<file path="config.mk">
export PLATFORM = sky130hd
export DESIGN_NAME = mem_ctrl_arb
export DESIGN_NICKNAME = d
export VERILOG_FILES = /design/src/rtl/mem_ctrl_arb.sv
export SDC_FILE = /design/constraint.sdc
export NUM_CORES = 1
export LEC_CHECK = 0
export CAP_MARGIN = 20
export CORE_MARGIN = 8
export CORE_UTILIZATION = 45
export DETAILED_ROUTE_END_ITERATION = 10
export PLACE_DENSITY = 0.76
export SLEW_MARGIN = 25
export SYNTH_ARGS = -nofsm -noshare
export SYNTH_HDL_FRONTEND = slang
export SYNTH_SLANG_ARGS = --single-unit
</file>
<file path="constraint.sdc">
create_clock -name clk -period 3.1 [get_ports clk]
set_clock_uncertainty 0.1 [all_clocks]
set_input_delay 0.31 -clock clk [delete_from_list [all_inputs] [get_ports clk]]
set_output_delay 0.31 -clock clk [all_outputs]
set_load 0.005 [all_outputs]
</file>
<file path="src/rtl/mem_ctrl_arb.sv">
// mem_ctrl_arb: arbitrates instruction fetch and LSB onto one byte-wide RAM port, serialising multi-byte accesses.
// Optional MC_IO_STALL_EN: IO-region stores wait for io_buffer_full to drop before their first byte.
module mem_ctrl_arb #(
    parameter int ADDR_W      = 32,
    parameter int FETCH_BYTES = 4,
    parameter int IO_SEL_HI   = 17,
    parameter int IO_SEL_LO   = 16
) (
    input  logic              clk,
    input  logic              rst,
    input  logic              rdy,
    input  logic              clr,
    input  logic              if_req,
    input  logic [ADDR_W-1:0] if_addr,
    output logic              if_done,
    output logic [31:0]       if_data,
    input  logic              lsb_en,
    input  logic              lsb_wr,
    input  logic [1:0]        lsb_ls_type,
    input  logic [ADDR_W-1:0] lsb_addr,
    input  logic [31:0]       lsb_st_val,
    output logic              ld_done,
    output logic [31:0]       ld_val,
    output logic              st_done,
    input  logic [7:0]        mem_din,
    output logic [7:0]        mem_dout,
    output logic [ADDR_W-1:0] mem_a,
    output logic              mem_wr,
    input  logic              io_buffer_full
);
    typedef enum logic [2:0] {IDLE, FETCH, LOAD, STORE, COOL} state_t;
    state_t state_q, state_d;
    logic last_lsb_q, last_lsb_d, pend_q, pend_d;
    logic [2:0] cnt_q, cnt_d, len_q, len_d, lsb_len;
    logic [ADDR_W-1:0] addr_q, addr_d, mem_a_q, mem_a_d;
    logic [31:0] st_q, st_d, buf_q, buf_d, if_data_q, if_data_d, ld_val_q, ld_val_d;
    logic [7:0] dout_q, dout_d;
    logic wr_q, wr_d, if_done_q, if_done_d, ld_done_q, ld_done_d, st_done_q, st_done_d;
    logic io_full, take_if, grant_lsb, lsb_stall;

`ifdef MC_IO_STALL_EN
    assign io_full = io_buffer_full;
`else
    assign io_full = io_buffer_full & 1'b0;
`endif

    assign lsb_len   = lsb_ls_type == 2'd0 ? 3'd1 : lsb_ls_type == 2'd1 ? 3'd2 : 3'd4;
    // A rollback only cancels the fetch side in IDLE; the LSB may still hold a committed store.
    assign take_if   = if_req && !clr;
    assign grant_lsb = lsb_en && (!take_if || !last_lsb_q);
    assign lsb_stall = lsb_wr && (&lsb_addr[IO_SEL_HI:IO_SEL_LO]) && io_full;

    always_comb begin
        state_d    = state_q;
        last_lsb_d = last_lsb_q;
        pend_d     = pend_q;
        cnt_d      = cnt_q;
        len_d      = len_q;
        addr_d     = addr_q;
        mem_a_d    = mem_a_q;
        st_d       = st_q;
        buf_d      = buf_q;
        if_data_d  = if_data_q;
        ld_val_d   = ld_val_q;
        dout_d     = 8'h00;
        wr_d       = 1'b0;
        if_done_d  = 1'b0;
        ld_done_d  = 1'b0;
        st_done_d  = 1'b0;
        case (state_q)
            IDLE: begin
                if (grant_lsb) begin
                    state_d    = lsb_wr ? STORE : LOAD;
                    last_lsb_d = 1'b1;
                    addr_d     = lsb_addr;
                    mem_a_d    = lsb_addr;
                    len_d      = lsb_len;
                    st_d       = lsb_st_val;
                    buf_d      = '0;
                    cnt_d      = '0;
                    pend_d     = lsb_stall;
                    wr_d       = lsb_wr && !lsb_stall;
                    dout_d     = wr_d ? lsb_st_val[7:0] : 8'h00;
                end else if (take_if) begin
                    state_d    = FETCH;
                    last_lsb_d = 1'b0;
                    addr_d     = if_addr;
                    mem_a_d    = if_addr;
                    len_d      = 3'(FETCH_BYTES);
                    buf_d      = '0;
                    cnt_d      = '0;
                end
            end
            FETCH, LOAD: begin
                if (clr) begin
                    state_d = IDLE;
                end else begin
                    // mem_din lags the address by one cycle, so byte cnt-1 arrives now.
                    if (cnt_q != 3'd0)
                        buf_d = buf_q | (32'(mem_din) << {cnt_q - 3'd1, 3'd0});
                    cnt_d = cnt_q + 3'd1;
                    if (cnt_d < len_q)
                        mem_a_d = addr_q + ADDR_W'(cnt_d);
                    if (cnt_q == len_q) begin
                        state_d   = COOL;
                        if_done_d = state_q == FETCH;
                        ld_done_d = state_q == LOAD;
                        if_data_d = state_q == FETCH ? buf_d : if_data_q;
                        ld_val_d  = state_q == LOAD ? buf_d : ld_val_q;
                    end
                end
            end
            STORE: begin
                if (pend_q) begin
                    pend_d = io_full;
                    wr_d   = !io_full;
                    dout_d = io_full ? 8'h00 : st_q[7:0];
                end else if (cnt_q + 3'd1 < len_q) begin
                    cnt_d   = cnt_q + 3'd1;
                    wr_d    = 1'b1;
                    mem_a_d = addr_q + ADDR_W'(cnt_d);
                    dout_d  = 8'(st_q >> {cnt_d, 3'd0});
                end else begin
                    st_done_d = 1'b1;
                    state_d   = COOL;
                end
            end
            default: state_d = IDLE;
        endcase
    end

    always_ff @(posedge clk) begin
        if (rst) begin
            state_q    <= IDLE;
            last_lsb_q <= 1'b0;
            pend_q     <= 1'b0;
            cnt_q      <= '0;
            len_q      <= '0;
            addr_q     <= '0;
            mem_a_q    <= '0;
            st_q       <= '0;
            buf_q      <= '0;
            if_data_q  <= '0;
            ld_val_q   <= '0;
            dout_q     <= '0;
            wr_q       <= 1'b0;
            if_done_q  <= 1'b0;
            ld_done_q  <= 1'b0;
            st_done_q  <= 1'b0;
        end else if (rdy) begin
            state_q    <= state_d;
            last_lsb_q <= last_lsb_d;
            pend_q     <= pend_d;
            cnt_q      <= cnt_d;
            len_q      <= len_d;
            addr_q     <= addr_d;
            mem_a_q    <= mem_a_d;
            st_q       <= st_d;
            buf_q      <= buf_d;
            if_data_q  <= if_data_d;
            ld_val_q   <= ld_val_d;
            dout_q     <= dout_d;
            wr_q       <= wr_d;
            if_done_q  <= if_done_d;
            ld_done_q  <= ld_done_d;
            st_done_q  <= st_done_d;
        end
    end

    assign mem_wr   = wr_q & rdy;
    assign mem_a    = mem_a_q;
    assign mem_dout = dout_q;
    assign if_done  = if_done_q;
    assign if_data  = if_data_q;
    assign ld_done  = ld_done_q;
    assign ld_val   = ld_val_q;
    assign st_done  = st_done_q;
endmodule

</file>
==> summary.md <==
| Metric | Value |
|---|---|
| Status | `completed` |
| Iter 0 DRT Violations | `437` |
| Seq cells post-synth | `between 200 and 250` |
| CP Data Required Time | `3.39 ns` |
| Core Region | `0.02082 mm2` |
| Grt ovf | `0` |
| Netlist Area Pre-Place | `around 0.0095 mm2` |
| Mapped Nets | `1179` |
| # rows | `53` |
| Post-layout util | `roughly 61%` |
| Worst setup EP type | `register` |
| Number of CTS-inserted buffers | `22` |
| Max Cap Viol | `0` |
| TNS Setup | `0 ns` |
| Die height | `between 150 and 200 um` |
| CTS Hold Buffers Added | `0` |
| First-pass GRT wire length | `41.28 mm` |
| Fraction of layout cells with a size suffix above 1 | `7.834%` |
| Async SR Flop Fraction | `0%` |
| Count leader, synth | `dfxtp_1` |
| Final antenna-violating net count | `0` |
| Clock Sinks | `214` |
| Synth area leader | `dfxtp_1` |
| Area of placed instances | `0.01190 mm2` |
| Die width | `161.0 um` |
| Endpoints failing setup | `0` |
| IO Pins | `222` |
| Rel. slew slack | `48.86%` |
| Pwr Density | `around 550 mW/mm2` |
| Kind of critical path | `reg2reg` |
| Final net count | `~1400` |
| # resized after CTS | `0` |
| Initial core utilization | `45.46%` |
| Largest cells by area after synthesis | `dfxtp_1 45%, nor2_1 7.8%, a211oi_1 7.4%` |
| Fmax | `350.3 MHz` |
| IO Port Bufs | `220` |
| N_diodes | `0` |
| Syn Inst Count | `around 1100` |
| WP data arrival | `3.14 ns` |
| Post-CTS setup buffer count | `0` |
| Longest Clk Path Bufs | `3` |
| Peak supply drop | `~350 uV` |
| Startpoint Class | `register` |
| Max-slew violations | `0` |
| Area share of the largest cell type after synthesis | `45.26%` |
| Drt total wl | `25.53 mm` |
| Cell area after layout | `0.01266 mm2` |
| CP max FO | `6` |
| Vias in the first global route | `7968` |
| Drt first pass iters | `5` |
| Worst Hold Class | `in2reg` |
| Post-synth top cells | `214 x dfxtp_1, 196 x nor2_1, 93 x a211oi_1` |
| Synthesis-to-finish area growth | `33.76%` |
| Period utilisation layout | `92.09%` |
| LEAKAGE | `0.004657 uW` |
| Synth Flop Type | `dfxtp_1` |
| Vias per inst | `5.406` |
| EDFF count, synth | `0` |
| WL/cell | `16.73 um` |
| Initial antenna violation count | `3` |
| Clk slew on worst S/H paths | `approximately 0.060 ns` |
| Yosys warns | `0` |
| RSZ-0062 raised after global routing | `false` |
| Min Clock Period, post-route | `2.855 ns` |
| Clock latency on the worst-skew pair | `0.50 ns` |
| DR DRC count | `0` |
| Sequential cell area fraction in the yosys report | `45.26%` |
| Die Footprint | `0.02593 mm2` |
| Placed wire-length estimate | `18.63 mm` |
| Number of vias after detailed routing | `between 8000 and 9000` |
| Unique masters post-synth | `58` |
| H-tree level count | `1` |
| Largest net degree at the start of global routing | `66` |
| TritonCTS clock tree | `done` |
| Clock Tree Root | `clkbuf_16` |
| Slew @ Worst Pin | `about 0.76 ns` |
| Gr usage total | `18.93%` |
| Hold Vio Cnt, Final | `0` |
| Syn avg cell area | `roughly 9 um2` |
| Placer congestion estimate | `0.8534` |
per-stage QoR:
step                total power (uW)  hold slack (ns)  cells  worst slack, ns
global placement                4233           0.3400   1490           0.3021
CTS                             7042           0.2043   1526           0.2353
floorplan                       3741           0.3336   1055           0.1372
global route                    7302           0.2209   1526         0.008971
detailed placement              4256           0.3431   1490           0.2493
finish                          6988           0.2097   1526           0.2452
power by group:
group          internal [uW]  switching [uW]
combinational            572             589
sequential              2910             125
clock                   1750            1040
total                   5230            1760
cell families (layout without fill, tap and decap cells):
logic type,after synthesis,in the layout,synth area share [%]
AO/OA/AOI/OAI,281,281,20.20
AND/OR/NAND/NOR,337,337,15.98
adder cells (fa/ha/maj),10,10,1.401
XOR/XNOR,29,29,2.683
buffers and inverters,108,304,5.380
flip-flops,214,214,45.26
multiplexers,76,76,9.094
metal layers:
| layer | GRT usage (%) | wire (um) | vias up |
|---|---|---|---|
| li1 | - | - | 4124 |
| met5 | 0 | 37 | - |
| met1 | 23.59 | 11050 | 3806 |
| met4 | 6.439 | 706 | 6 |
| met2 | 31.04 | 11860 | 262 |
| met3 | 5.218 | 1876 | 51 |
final timing paths:
path / from / to / slack, ns / depth (start not counted)
min reg2reg: mem_a[15] / mem_a[15] / 0.35 / 2
max reg2reg: cnt_q[0] / mem_a[18] / 0.25 / 11
max: cnt_q[0] / mem_a[18] / 0.25 / 11
min: rst / st_q[0] / 0.21 / 2
flip-flops by register name (all words and copies together) (netlist names):
signal and flops:
addr_q 32, buf_q 32, if_data 32, ld_val 32, mem_a 32, st_q 32, mem_dout 8, cnt_q 3
len_q 3, state_q 3, if_done 1, last_lsb_q 1, ld_done 1, st_done 1, wr_q 1
cells in the final DEF (no fill, tap or decap), types with 4 or more instances in the layout:
cell type        count
clkdlybuf4s50_1    219
dfxtp_1            214
nor2_1             195
a211oi_1            93
a21oi_1             82
mux2i_1             68
nand2_1             59
a31oi_1             33
clkbuf_16           23
buf_4               22
inv_1               21
o21ai_0             20
xnor2_1             16
nand3_1             14
xor2_1              13
and2_1              11
o211ai_1             9
a22o_1               9
nand4_1              9
ha_1                 9
nor3_1               8
mux4_2               8
nor3_2               7
a211oi_2             6
buf_12               6
nor2b_1              5
and4_1               5
a32o_1               5
a221oi_1             5
nand2b_1             4
and3_1               4
clkbuf_1             4
bufinv_16            4
critical path, stage by stage (launching register included):
cell and delay (ns):
dfxtp_1 0.35, inv_1 0.07, ha_1 0.29, inv_1 0.10, fa_1 0.43, nand2b_1 0.25, a2111oi_4 0.37, buf_4 0.21
nand4_1 0.12, xor2_1 0.14, nand2_1 0.07, a32o_1 0.25
cell type report:
class / count / area (um2)
sequential: 214 / 4284
fill: 1793 / 8162
multi-input combinational: 733 / 4712
inverter: 21 / 78.83
timing repair buffer: 247 / 2477
clock buffer: 30 / 631.9
clock inverter: 6 / 132.6
tap: 275 / 344.1
Note: power is estimated with default switching activity, not from simulation.
